$ cat src/rtl/mips_pkg.sv
// Shared types and constants for the MIPS fetch-side logic.
package mips_pkg;

   localparam logic [31:0] RESET_VECTOR = 32'h0000_0000;
   localparam logic [31:0] EXC_VECTOR   = 32'h8000_0180;

   typedef enum logic [1:0] {
      S_IDLE,
      S_REQ,
      S_HOLD,
      S_DROP
   } state_t;

   typedef enum logic [2:0] {
      SRC_NONE,
      SRC_EXC,
      SRC_BRANCH,
      SRC_JR,
      SRC_JUMP
   } redir_src_t;

endpackage

$ cat src/rtl/next_pc_mux.sv
// Redirect priority select: exception > branch > register jump > J-type jump.
// Forms the J-type target and word-aligns register-jump targets.
module next_pc_mux
   import mips_pkg::*;
(
   input  logic        exc_en_i,
   input  logic        branch_en_i,
   input  logic [31:0] branch_target_i,
   input  logic        jr_en_i,
   input  logic [31:0] jr_target_i,
   input  logic        jump_en_i,
   input  logic [31:0] jump_pc_i,
   input  logic [25:0] jump_index_i,
   output redir_src_t  src_o,
   output logic [31:0] target_o,
   output logic        misalign_o
);

   logic [31:0] jp4;
   logic        unused_jp4_lo;

   // Only the upper nibble of the jump's PC+4 feeds the J-type target.
   assign jp4           = jump_pc_i + 32'd4;
   assign unused_jp4_lo = ^jp4[27:0];

   // Highest-priority active redirect wins; EX-stage sources beat ID-stage jumps.
   always_comb begin
      src_o      = SRC_NONE;
      target_o   = 32'h0000_0000;
      misalign_o = 1'b0;
      if (exc_en_i) begin
         src_o    = SRC_EXC;
         target_o = EXC_VECTOR;
      end else if (branch_en_i) begin
         src_o    = SRC_BRANCH;
         target_o = branch_target_i;
      end else if (jr_en_i) begin
         src_o      = SRC_JR;
         target_o   = {jr_target_i[31:2], 2'b00};
         misalign_o = |jr_target_i[1:0];
      end else if (jump_en_i) begin
         src_o    = SRC_JUMP;
         target_o = {jp4[31:28], jump_index_i, 2'b00};
      end
   end

endmodule

$ cat src/rtl/pc_sequencer.sv
// Fetch controller: owns the PC, issues instruction-memory requests, hands
// fetched instructions to decode and discards responses made stale by a redirect.
module pc_sequencer
   import mips_pkg::*;
(
   input  logic        clk,
   input  logic        reset,
   output logic        imem_req,
   output logic [31:0] imem_addr,
   input  logic        imem_ack,
   input  logic [31:0] imem_rdata,
   output logic        if_valid,
   output logic [31:0] if_instr,
   output logic [31:0] if_pc,
   input  logic        if_ready,
   input  logic        jump_en,
   input  logic [31:0] jump_pc,
   input  logic [25:0] jump_index,
   input  logic        branch_en,
   input  logic [31:0] branch_target,
   input  logic        jr_en,
   input  logic [31:0] jr_target,
   input  logic        exc_en,
   output logic        addr_err
);

   state_t      state_q, state_d;
   logic        req_q, req_d;
   logic [31:0] addr_q, addr_d;
   logic        valid_q, valid_d;
   logic [31:0] instr_q, instr_d;
   logic [31:0] pc_q, pc_d;
   logic [31:0] tgt_q, tgt_d;
   logic        err_q, err_d;

   redir_src_t  src;
   logic [31:0] target;
   logic        misalign;
   logic        redir;

   next_pc_mux u_next_pc_mux (
      .exc_en_i        (exc_en),
      .branch_en_i     (branch_en),
      .branch_target_i (branch_target),
      .jr_en_i         (jr_en),
      .jr_target_i     (jr_target),
      .jump_en_i       (jump_en),
      .jump_pc_i       (jump_pc),
      .jump_index_i    (jump_index),
      .src_o           (src),
      .target_o        (target),
      .misalign_o      (misalign)
   );

   assign redir = (src != SRC_NONE);

   // State and output registers; every output comes straight from a flop.
   always_ff @(posedge clk or posedge reset) begin
      if (reset) begin
         state_q <= S_IDLE;
         req_q   <= 1'b0;
         addr_q  <= RESET_VECTOR;
         valid_q <= 1'b0;
         instr_q <= 32'h0000_0000;
         pc_q    <= 32'h0000_0000;
         tgt_q   <= RESET_VECTOR;
         err_q   <= 1'b0;
      end else begin
         state_q <= state_d;
         req_q   <= req_d;
         addr_q  <= addr_d;
         valid_q <= valid_d;
         instr_q <= instr_d;
         pc_q    <= pc_d;
         tgt_q   <= tgt_d;
         err_q   <= err_d;
      end
   end

   // Next-state logic: fetch, hold for decode, or drain a stale request.
   always_comb begin
      state_d = state_q;
      req_d   = req_q;
      addr_d  = addr_q;
      valid_d = valid_q;
      instr_d = instr_q;
      pc_d    = pc_q;
      tgt_d   = tgt_q;
      err_d   = 1'b0;
      case (state_q)
         S_IDLE: begin
            state_d = S_REQ;
            req_d   = 1'b1;
            addr_d  = RESET_VECTOR;
         end
         S_REQ: begin
            if (imem_ack && !redir) begin
               instr_d = imem_rdata;
               pc_d    = addr_q;
               valid_d = 1'b1;
               req_d   = 1'b0;
               state_d = S_HOLD;
            end else if (imem_ack && redir) begin
               addr_d = target;
               err_d  = misalign;
            end else if (redir) begin
               tgt_d   = target;
               err_d   = misalign;
               state_d = S_DROP;
            end
         end
         S_HOLD: begin
            // A redirect outranks if_ready; the held instruction counts as consumed.
            if (redir) begin
               valid_d = 1'b0;
               req_d   = 1'b1;
               addr_d  = target;
               err_d   = misalign;
               state_d = S_REQ;
            end else if (if_ready) begin
               valid_d = 1'b0;
               req_d   = 1'b1;
               addr_d  = addr_q + 32'd4;
               state_d = S_REQ;
            end
         end
         S_DROP: begin
            if (redir) begin
               tgt_d = target;
               err_d = misalign;
            end
            if (imem_ack) begin
               addr_d  = redir ? target : tgt_q;
               state_d = S_REQ;
            end
         end
         default: begin
            state_d = S_IDLE;
            req_d   = 1'b0;
            valid_d = 1'b0;
         end
      endcase
   end

   assign imem_req  = req_q;
   assign imem_addr = addr_q;
   assign if_valid  = valid_q;
   assign if_instr  = instr_q;
   assign if_pc     = pc_q;
   assign addr_err  = err_q;

endmodule

$ cat config.mk
export PLATFORM = sky130hd
export DESIGN_NAME = pc_sequencer
export DESIGN_NICKNAME = d
export VERILOG_FILES = /design/src/rtl/mips_pkg.sv /design/src/rtl/next_pc_mux.sv /design/src/rtl/pc_sequencer.sv
export SDC_FILE = /design/constraint.sdc
export NUM_CORES = 1
export LEC_CHECK = 0
export BUFFER_PORTS_ARGS = -buffer_cell sky130_fd_sc_hd__buf_2
export CAP_MARGIN = 20
export CORE_MARGIN = 2
export CORE_UTILIZATION = 38
export CTS_CLUSTER_DIAMETER = 50
export DETAILED_ROUTE_END_ITERATION = 8
export PLACE_DENSITY = 0.75
export SLEW_MARGIN = 20
export SYNTH_ARGS = -nofsm -noshare
export SYNTH_HDL_FRONTEND = slang
export SYNTH_SLANG_ARGS = --single-unit
$ cat constraint.sdc
create_clock -name clk -period 4.7 [get_ports clk]
set_input_delay 0.235 -clock clk [delete_from_list [all_inputs] [get_ports clk]]
set_output_delay 0.235 -clock clk [all_outputs]
set_load 0.005 [all_outputs]
Yosys cells after proc, flatten, opt, wreduce, memory -nomap -nowiden:

Index checks and enable logic that the tools add are counted.

* flip-flop bits (word level): 133
* word-level logic and storage cells: 77

* add/sub/neg operators: 2
* equal/unequal tests: 11
* mux-type cells: 40
* reduce and logical (&&, ||, !) cells: 16

Operators by type and width (count)
* 2-to-1 mux 32 bit: 12
* one-hot mux 32 bit (4 select lines): 1
* adder 32 x 3 -> 32 bit, second input constant: 2
* one-hot mux 32 bit (2 select lines): 1
* 2-to-1 mux 1 bit: 12
* 2-to-1 mux 2 bit: 6
* 2-to-1 mux 3 bit: 4
* != test 2 bit, second input constant: 5
* != test 3 bit, second input constant: 3
* AND reduction 3 bit: 3
* one-hot mux 2 bit (4 select lines): 1
* AND reduction 4 bit: 2
* nonzero test 3 bit: 2
* == test 2 bit, second input constant: 2
* one-hot mux 1 bit (2 select lines): 2
* nonzero test 2 bit: 2
* OR reduction 2 bit: 2
* one-hot mux 1 bit (3 select lines): 1
* == test 2 x 1 -> 1 bit, second input constant: 1
* logical AND 1 bit: 2
* logical NOT 2 bit: 1
* AND reduction 2 bit: 1
* logical NOT 1 bit: 1

Depth between registers and ports, before layout:

Gate-level depths: netlist (run 1).

* depth after elaboration: 9
* gate-level depth with buffers: 9
* mapped depth without buffers: 7

Hierarchy:

From an unflattened synthesis (run 1), not the netlist that was laid out.

* cell total of the unflattened synthesis: 701
* area total of the unflattened synthesis: 7330.8 µm²

Modules (own cells, without submodules)
* pc_sequencer: instances 1, cells an instance 601, area each 6650.1 µm²
* next_pc_mux: instances 1, cells an instance 100, area each 680.7 µm²

Worst setup path before layout (run 1):

OpenSTA, ideal clock, no wires.

* kind: input to register
* start: in jr_en
* end: reg instr_q[1], in the netlist if_instr[1]
* data arrival time: 1966 ps
* data required time: 4575 ps
* slack: 2609 ps
* cell stages on the path: 6
* cell sequence: buf_2 > or4_4 > buf_6 > nor3_4 > buf_6 > mux2_2

* longest elaborated chain between the ends: 7

RTL lines
* start, declared: RTL line pc_sequencer.sv:21 `input logic jr_en,`
* 2-to-1 mux 3 bit: RTL line next_pc_mux.sv:37 `end else if (jr_en_i) begin`
* 2-to-1 mux 3 bit: RTL line next_pc_mux.sv:34 `end else if (branch_en_i) begin`
* 2-to-1 mux 3 bit: RTL line next_pc_mux.sv:31 `if (exc_en_i) begin`
* nonzero test 3 bit: RTL line pc_sequencer.sv:55 `assign redir = (src != SRC_NONE);`
* logical NOT 1 bit: RTL line pc_sequencer.sv:97 `if (imem_ack && !redir) begin`
* logical AND 1 bit: RTL line pc_sequencer.sv:97
* AND reduction 2 bit (no source line)
* end signal, assigned: RTL line pc_sequencer.sv:73 `instr_q <= instr_d;`
* end, declared: RTL line pc_sequencer.sv:31 `logic [31:0] instr_q, instr_d;`

Every way passes these cells.
A chain may end at the register's enable or synchronous reset.

Worst setup path in the final report (run 1):

* start: reg state_q[1]
* end: reg addr_q[3], in the netlist imem_addr[3]

* longest elaborated chain between the ends: 3

RTL lines
* start, declared: RTL line pc_sequencer.sv:27 `state_t state_q, state_d;`
* start signal, assigned: RTL line pc_sequencer.sv:69 `state_q <= state_d;`
* == test 2 bit or == test 2 x 1 -> 1 bit (tied branches): RTL line pc_sequencer.sv:90 `case (state_q)`
* != test 3 bit (no source line) or != test 2 bit (tied branches)
* AND reduction 4 bit (no source line)
* end signal, assigned: RTL line pc_sequencer.sv:71 `addr_q <= addr_d;`
* end, declared: RTL line pc_sequencer.sv:29 `logic [31:0] addr_q, addr_d;`

Parallel ways exist; a longest one is shown, timed or not.

==> results.json, run 1 <==
{
  "floorplan.die_area_sq_mm": 0.0201,
  "cp.required_ps": 5060,
  "fin_hold_ws_ps": 28.4,
  "antenna_cells": 0,
  "fmax_mhz": 376,
  "vias": 6814,
  "slew-limit-headroom": 0.357,
  "ys_async_sr_fraction": 1.00,
  "drt_iter0_markers": 563,
  "drv_slew": 0,
  "ctsHoldBuffers": 1,
  "outcome": "finished clean",
  "placementRows": 50,
  "die_h_um": 142,
  "finalPower_mw": 3.35,
  "syn_to_final_growth_pct": 28.1,
  "fin_ws_ps": 2040,
  "rsz0062_at_grt": "no",
  "cts_sinks": 133,
  "grt_start_max_net_pins": 88,
  "endpoint_kind": "flip-flop",
  "grt-ovfl-total": 0,
  "postCtsSetupRepairBufs": 0,
  "yosysWarnings": 0,
  "synth-main-ff-cell": "dfrtp_1",
  "grt-busiest-layer": "met2",
  "dp_hpwl_um": 15700,
  "wl_um": 21800,
  "cp-start-kind": "flip-flop",
  "avgRoutedWirePerCell_um": 18.0,
  "cts_buffer_depth": 2,
  "clockRootBuffer": "clkbuf_16",
  "drc_errors": 0,
  "period_minus_slack_ps": 2660,
  "final_common_cell": "buf_2",
  "power_density_mw_per_mm2": 363,
  "synthesis.area_sq_mm": 0.00722,
  "cts_resized": 0,
  "ant_nets": 0,
  "cts_tree": "built",
  "vdd_drop_max_mv": 0.222,
  "cts_buffers": 17,
  "drv_cap": 0,
  "viasPerCell": 5.61,
  "seq_area_frac_synth": 0.461,
  "hold_class": "input pin to flip-flop",
  "clk_pin_slew_ps": 60,
  "clock-skew-final_ps": 16.4,
  "finalSetupViolations": 0,
  "die_x_um": 142,
  "grt_use_met3": 0.0466,
  "yosys_register_bits": 133,
  "core_sq_mm": 0.0186,
  "final.fill_count": 1715,
  "use_met2": 0.332,
  "place_worst_setup_slack_ps": 1770,
  "worstPathArrival_ps": 3030,
  "netlist_instances": 728,
  "worst-path-max-fanout": 18,
  "port_buffers": 258,
  "cp_slowest_stage_delay_ps": 900,
  "use_met1": 0.300,
  "synth_edf_count": 0,
  "finalHoldViolCount": 0,
  "syn_area_per_cell_sq_um": 9.91,
  "dr.pass1.iters": 6,
  "gp_congestion": 0.877,
  "layout-drive-gt1-share": 0.408,
  "final_cell_mix": "258 x buf_2, 133 x dfrtp_1, 88 x mux2_2, 76 x nand2_1, 57 x o21ai_0",
  "htreeDepth": 4,
  "ioPinCount": 261,
  "leakage_nw": 4.47,
  "final_nets": 1130,
  "yosysUniqueCellTypes": 60,
  "period_share": 0.567,
  "initial_core_util": 0.387,
  "clk_latency_ps": 430,
  "critPathSlowestCell": "nor2_2",
  "track_usage": 0.216,
  "grt_pass1_wl_um": 33700,
  "worstMarginPinSlew_ps": 964,
  "grt_pass1_vias": 6156,
  "finalSetupTns_ps": 0,
  "grt_antenna_before_repair": 0,
  "synth.net_count": 891,
  "crit_type": "flip-flop to flip-flop",
  "crit_path_cell_trace": "clkinv_1 > nor2_2 > a21oi_1 > o22ai_1 > mux2_2",
  "utilization": 0.496
}
-- power breakdown --
part / internal [mW] / total, mW / switching (mW)
sequential: 1.31 / 1.44 / 0.133
combinational: 0.316 / 0.609 / 0.293
clock: 0.796 / 1.30 / 0.508
total: 2.42 / 3.35 / 0.935
-- worst paths after layout --
path / startpoint / to / slack [ps] / cells after the start
worst min-delay path: imem_rdata[0] / if_instr[0] / 30 / 2
min in group asynchronous: reset / if_instr[17] / 520 / 3
max in group asynchronous: reset / imem_addr[18] / 3020 / 4
worst max register to register: state_q[1] / imem_addr[3] / 2040 / 5
worst max-delay path: state_q[1] / imem_addr[3] / 2040 / 5
worst min register to register: if_instr[0] / if_instr[0] / 480 / 1
-- cell families after synthesis --
family,share of synthesized area
compound gates,0.185
xor+xnor,0.0182
fa+ha+maj,0.00173
buf+inv,0.0413
flops,0.461
mux,0.140
simple gates,0.152
-- metrics by stage --
| stage | area, sq um | instances |
|---|---|---|
| after detailed placement | 8650 | 1181 |
| after CTS | 9240 | 1214 |
| final | 9240 | 1214 |
| after global placement | 8650 | 1181 |
| after global routing | 9240 | 1214 |
| after floorplan | 7220 | 728 |
-- layer usage --
metal  vias up  part of all wire
met4         0             0.021
li1       3207                 -
met1      3186              0.45
met2       387              0.45
met5         -                 0
met3        34             0.078
-- area by class of cell --
class                   instances  area, sq um  area share
clock buffers                  21          450      0.0487
clock inverters                11          128      0.0138
inverters                      10         42.5     0.00460
multi-input cells             534         3610       0.390
flip-flops and latches        133         3330       0.360
well taps                     234          293      0.0317
repair buffers                271         1390       0.151
-- critical path, delay by kind of cell, from the launching register on --
| family | cells | cell delay (ps) |
|---|---|---|
| buffers and inverters | 1 | 500 |
| AOI/OAI and AO/OA | 2 | 380 |
| muxes | 1 | 190 |
| DFF | 1 | 620 |
| and+or+nand+nor | 1 | 900 |
-- flip-flops by register name, indices dropped and copies added (netlist names) --
signal	flops
tgt_q	32
if_valid	1
addr_err	1
imem_addr	32
if_pc	32
if_instr	32
imem_req	1
state_q	2
-- Yosys cell counts, types with 6 or more instances --
master	count	share of area
a21o_1	9	0.0094
a21oi_1	41	0.028
a221o_1	8	0.011
a221oi_1	26	0.032
a22o_1	6	0.0073
a22oi_1	9	0.0094
and3_1	6	0.0052
buf_2	7	0.0049
buf_6	8	0.012
clkbuf_1	31	0.016
dfrtp_1	133	0.46
inv_1	7	0.0036
mux2_2	88	0.14
nand2_1	76	0.040
nand2b_1	6	0.0052
nand3_1	10	0.0069
nand4_1	11	0.0095
nor2_1	51	0.027
nor3_1	32	0.022
nor4_1	6	0.0052
o21ai_0	57	0.040
o22ai_1	8	0.0069
o31ai_1	6	0.0062
xnor2_1	7	0.0085
xor2_1	8	0.0097
Note: power is estimated with default switching activity, not from simulation.
==> inputs of run 2 (changes only) <==
- ABC_AREA: not set -> 1
- PLACE_DENSITY: 0.75 -> 0.76
- clock period: 4.7 -> 2.2 ns (I/O delays scaled with it)
==> results.json, run 2 <==
{
  "outcome": "finished clean",
  "synth-main-ff-cell": "dfrtp_1",
  "drt_iter0_markers": 681,
  "hold_class": "input pin to flip-flop",
  "cts_tree": "built",
  "core_sq_mm": 0.0202,
  "clock-skew-final_ps": 7.99,
  "leakage_nw": 5.32,
  "vias": 8665,
  "syn_area_per_cell_sq_um": 6.82,
  "die_h_um": 147,
  "final_common_cell": "nand2_1",
  "dp_hpwl_um": 19900,
  "clkPwrFrac": 0.273,
  "synthesis.area_sq_mm": 0.00780,
  "vdd_drop_max_mv": 0.427,
  "place_worst_setup_slack_ps": 245,
  "yosysWarnings": 0,
  "initial_core_util": 0.387,
  "clk_latency_ps": 420,
  "grt-ovfl-total": 0,
  "yosys.area.top_type": "dfrtp_1",
  "grt_pass1_wl_um": 42300,
  "htreeDepth": 4,
  "port_buffers": 258,
  "viasPerCell": 5.06,
  "fmax_mhz": 492,
  "finalHoldViolCount": 0,
  "worst-path-max-fanout": 6,
  "final_nets": 1592,
  "drc_errors": 0,
  "synth_most_common_cell": "nand2_1",
  "synth_edf_count": 0,
  "crit_type": "flip-flop to flip-flop",
  "cp-start-kind": "flip-flop",
  "drv_cap": 0,
  "gp_congestion": 0.922,
  "wl_um": 26200,
  "ioPinCount": 261,
  "synth_top_area_share": 0.427,
  "seq_area_frac_synth": 0.427,
  "worstMarginPinSlew_ps": 647,
  "synth.net_count": 1307,
  "postCtsSetupRepairBufs": 0,
  "ys_async_sr_fraction": 1.00,
  "synthTopCellsByArea": "dfrtp_1 43%, nand2_1 23%, o21ai_0 6.0%, nor2_1 4.8%, a21oi_1 3.9%",
  "netlist_instances": 1144,
  "finalSetupTns_ps": 0,
  "internal-power_mw": 6.81,
  "synth_common_cells": "471 x nand2_1, 133 x dfrtp_1, 100 x nor2_1",
  "yosys_register_bits": 133,
  "cts_sinks": 133,
  "clockRootBuffer": "clkbuf_16",
  "rsz0062_at_grt": "no",
  "yosysUniqueCellTypes": 38,
  "syn_to_final_growth_pct": 33.6,
  "p_sw_mw": 4.12,
  "dr.pass1.iters": 5,
  "pwr-share-seq": 0.384,
  "avgRoutedWirePerCell_um": 15.3,
  "grt_pass1_vias": 8300,
  "fin_ws_ps": 166,
  "utilization": 0.517,
  "switching_share": 0.377,
  "finalSetupViolations": 0,
  "final_cell_mix": "471 x nand2_1, 258 x buf_2, 133 x dfrtp_1, 100 x nor2_1, 93 x o21ai_0",
  "slew-limit-headroom": 0.567,
  "track_usage": 0.246,
  "floorplan.die_area_sq_mm": 0.0217,
  "ant_nets": 0,
  "cts_buffer_depth": 2,
  "period_minus_slack_ps": 2030,
  "cts_buffers": 17,
  "endpoint_kind": "flip-flop",
  "worstPathArrival_ps": 2350,
  "period_share": 0.924,
  "combinationalPowerShare": 0.343,
  "layout-drive-gt1-share": 0.236,
  "drv_slew": 0,
  "grt_start_max_net_pins": 67,
  "grt_antenna_before_repair": 1,
  "power_density_mw_per_mm2": 1050,
  "cp.required_ps": 2510,
  "placementRows": 52,
  "clk_pin_slew_ps": 60,
  "die_x_um": 147
}
-- run 2: layout make-up --
| class | count | area, sq um |
|---|---|---|
| flip-flops and latches | 133 | 3330 |
| clock buffers | 22 | 484 |
| inverters | 83 | 320 |
| clock inverters | 10 | 144 |
| well taps | 270 | 338 |
| fillers | 1982 | 9750 |
| diodes | 1 | 2.50 |
| multi-input cells | 874 | 3880 |
| repair buffers | 320 | 1920 |
-- run 2: worst max-delay path, cell delays in order, from the launching register on --
cell and delay, ps:
dfrtp_1 420, nand3_1 240, inv_1 140, nand2_1 110, nor2_1 160, nand2_1 130, o21ai_0 340, nand2_1 100
nand2_1 80, o211ai_1 90, nand2_1 70, nand2_1 40
-- run 2: repair_timing --
| item | CTS | global route |
|---|---|---|
| hold endpoints to repair | 61 | 0 |
| gates resized for setup | 0 | 0 |
| setup endpoints to repair | 0 | 0 |
| hold buffers | 35 | 0 |
-- run 2: worst paths after layout --
| check | startpoint | to | slack (ps) | cells after the start |
|---|---|---|---|---|
| max in group asynchronous | reset | tgt_q[23] | 1120 | 4 |
| min | branch_target[0] | tgt_q[0] | 40 | 3 |
| min in group asynchronous | reset | if_instr[26] | 330 | 3 |
| max | imem_addr[4] | imem_addr[17] | 170 | 11 |
| min reg2reg | if_instr[8] | if_instr[8] | 460 | 2 |
| max reg2reg | imem_addr[4] | imem_addr[17] | 170 | 11 |
-- run 2: routing by layer --
layer / global-route usage / wire length, um / up-vias
li1: - / - / 4247
met1: 0.335 / 11800 / 4016
met2: 0.392 / 11900 / 354
met3: 0.0404 / 1740 / 48
met4: 0.100 / 785 / 0
met5: 0 / 0 / -
-- run 2: logic make-up after synthesis --
| group | count (synthesis) | share of synthesized area |
|---|---|---|
| buf+inv | 137 | 0.0752 |
| flops | 133 | 0.427 |
| simple gates | 628 | 0.322 |
| compound gates | 235 | 0.163 |
| fa+ha+maj | 1 | 0.00160 |
| xor+xnor | 10 | 0.0112 |
-- run 2: power groups by stage --
stage                     Sequential (mW)  Combinational, mW  Clock, mW
final                                4.20               3.75       2.98
after global routing                 4.34               4.25       3.13
after CTS                            4.18               3.76       3.05
after detailed placement             4.22               3.70          0
after global placement               4.18               3.66          0
after floorplan                      4.12               1.94          0
-- run 2: through the flow --
step | area [sq um] | total power [mW] | std cells | hold slack [ps]
floorplan | 7800 | 6.05 | 1144 | 227
global placement | 9440 | 7.83 | 1645 | 233
detailed placement | 9440 | 7.92 | 1645 | 247
CTS | 10400 | 11.0 | 1712 | 13.3
global route | 10400 | 11.7 | 1713 | 32.6
finish | 10400 | 10.9 | 1713 | 44.8
==> inputs of run 3 (changes only) <==
- ABC_AREA: 1 -> not set
- PLACE_DENSITY: 0.76 -> 0.77
==> results.json, run 3 (synthesized netlist as in run 1, its figures left out) <==
{
  "worstMarginPinSlew_ps": 740,
  "slew-limit-headroom": 0.506,
  "floorplan.die_area_sq_mm": 0.0201,
  "cp.required_ps": 2500,
  "clkPwrFrac": 0.354,
  "drv_slew": 0,
  "vias": 7235,
  "wl_um": 23100,
  "layout-drive-gt1-share": 0.426,
  "initial_core_util": 0.387,
  "final.fill_count": 1614,
  "track_usage": 0.233,
  "final_cell_mix": "258 x buf_2, 133 x dfrtp_1, 88 x mux2_2, 76 x nand2_1, 62 x buf_4",
  "drt_iter0_markers": 664,
  "endpoint_kind": "flip-flop",
  "die_x_um": 142,
  "pwr-share-seq": 0.427,
  "core_sq_mm": 0.0186,
  "syn_to_final_growth_pct": 39.0,
  "finalPower_mw": 7.06,
  "vdd_drop_max_mv": 0.456,
  "finalSetupViolations": 0,
  "drc_errors": 0,
  "dr.pass1.iters": 8,
  "drv_cap": 0,
  "htreeDepth": 4,
  "cts_buffers": 17,
  "critPathSlowestCell": "dfrtp_1",
  "combinationalPowerShare": 0.219,
  "postCtsSetupRepairBufs": 0,
  "placementRows": 50,
  "finalSetupTns_ps": 0,
  "port_buffers": 258,
  "die_h_um": 142,
  "utilization": 0.538,
  "outcome": "finished clean",
  "antenna_cells": 0,
  "cp_slowest_stage_delay_ps": 410,
  "clk_latency_ps": 420,
  "rsz0062_at_grt": "no",
  "cp-start-kind": "flip-flop",
  "grt_pass1_vias": 6960,
  "worst-path-max-fanout": 4,
  "crit_type": "flip-flop to flip-flop",
  "grt_pass1_wl_um": 36800,
  "fin_cells": 1301,
  "avgRoutedWirePerCell_um": 17.8,
  "final_nets": 1222,
  "finalHoldViolCount": 0,
  "fmax_mhz": 473,
  "internal-power_mw": 5.09,
  "cts_sinks": 133,
  "dp_hpwl_um": 16800,
  "grt-ovfl-total": 0,
  "worstPathArrival_ps": 2420,
  "crit_path_cell_trace": "ha_1 > and4_1 > nand3_1 > nor3_2 > xnor2_1 > o221ai_1 > a22o_1",
  "power_density_mw_per_mm2": 704,
  "period_minus_slack_ps": 2110,
  "ant_nets": 0,
  "place_inst": 1238,
  "period_share": 0.960,
  "grt_antenna_before_repair": 0,
  "cts_buffer_depth": 2,
  "grt_start_max_net_pins": 134,
  "gp_congestion": 0.913,
  "cts_tree": "built",
  "viasPerCell": 5.56,
  "leakage_nw": 4.90,
  "clk_pin_slew_ps": 60,
  "hold_class": "input pin to flip-flop",
  "final_common_cell": "buf_2",
  "ioPinCount": 261,
  "p_sw_mw": 1.97,
  "switching_share": 0.280,
  "clockRootBuffer": "clkbuf_16",
  "clock-skew-final_ps": 9.98
}
run 3: changes by cell type in the layout (fill, tap and decap cells not counted), moves of 36 or more:
cell	change
nand2_1	-395
buf_4	+41
o21ai_1	-44
mux2_2	+88
nor2_1	-49
o21ai_0	-36
inv_1	-67
run 3: power groups by stage:
stage | Combinational (mW) | Sequential [mW] | Clock [mW]
final | 1.55 | 3.02 | 2.50
after global routing | 1.71 | 3.06 | 2.67
after global placement | 1.46 | 3.03 | 0
after CTS | 1.55 | 3.01 | 2.55
after detailed placement | 1.49 | 3.05 | 0
after floorplan | 0.686 | 3.07 | 0
run 3: final cells by class:
cell class | instances | area (sq um) | area share
clock buffer | 21 | 470 | 0.0469
clock inverter | 6 | 32.5 | 0.00324
inverter | 10 | 41.3 | 0.00412
multi-input combinational | 534 | 3610 | 0.360
sequential | 133 | 3330 | 0.332
tap | 234 | 293 | 0.0292
timing repair buffer | 363 | 2260 | 0.225
run 3: path summary, 6_finish.rpt:
path / start / end / slack, ps / depth (start not counted)
hold / removal: jr_target[1] / addr_err / 20 / 3
max in group asynchronous: reset / imem_addr[19] / 1170 / 4
setup / recovery: imem_addr[2] / imem_addr[28] / 90 / 7
setup reg to reg: imem_addr[2] / imem_addr[28] / 90 / 7
hold reg to reg: if_pc[27] / if_pc[27] / 480 / 1
min in group asynchronous: reset / if_instr[11] / 460 / 4
run 3: metal layers:
metal | up-vias | routed length [um] | global-route usage
met1 | 3423 | 10000 | 0.316
met5 | - | 0 | 0
li1 | 3371 | - | -
met3 | 35 | 1900 | 0.0456
met4 | 0 | 453 | 0.0674
met2 | 406 | 10700 | 0.380
run 3: worst max-delay path: cells and delay by family (launching register included):
| kind | cells | cell delay [ps] |
|---|---|---|
| AOI/OAI and AO/OA | 2 | 440 |
| xor gates and xnor gates | 1 | 180 |
| adders and majority gates | 1 | 250 |
| DFF | 1 | 410 |
| and+or+nand+nor | 3 | 730 |
run 3: repair_timing:
item | CTS | global route
hold buffers | 36 | 0
endpoints found under the setup margin | 0 | 1
endpoints found under the hold margin | 168 | 0
gates resized for setup | 0 | 2
run 3: metrics by stage:
stage	setup WS (ps)	hold slack (ps)	instance area (sq um)
after floorplan	206	245	7220
after global placement	179	332	9160
after detailed placement	13.2	343	9160
after CTS	84.8	7.02	10000
after global routing	13.8	47.5	10000
final	87.2	21.0	10000
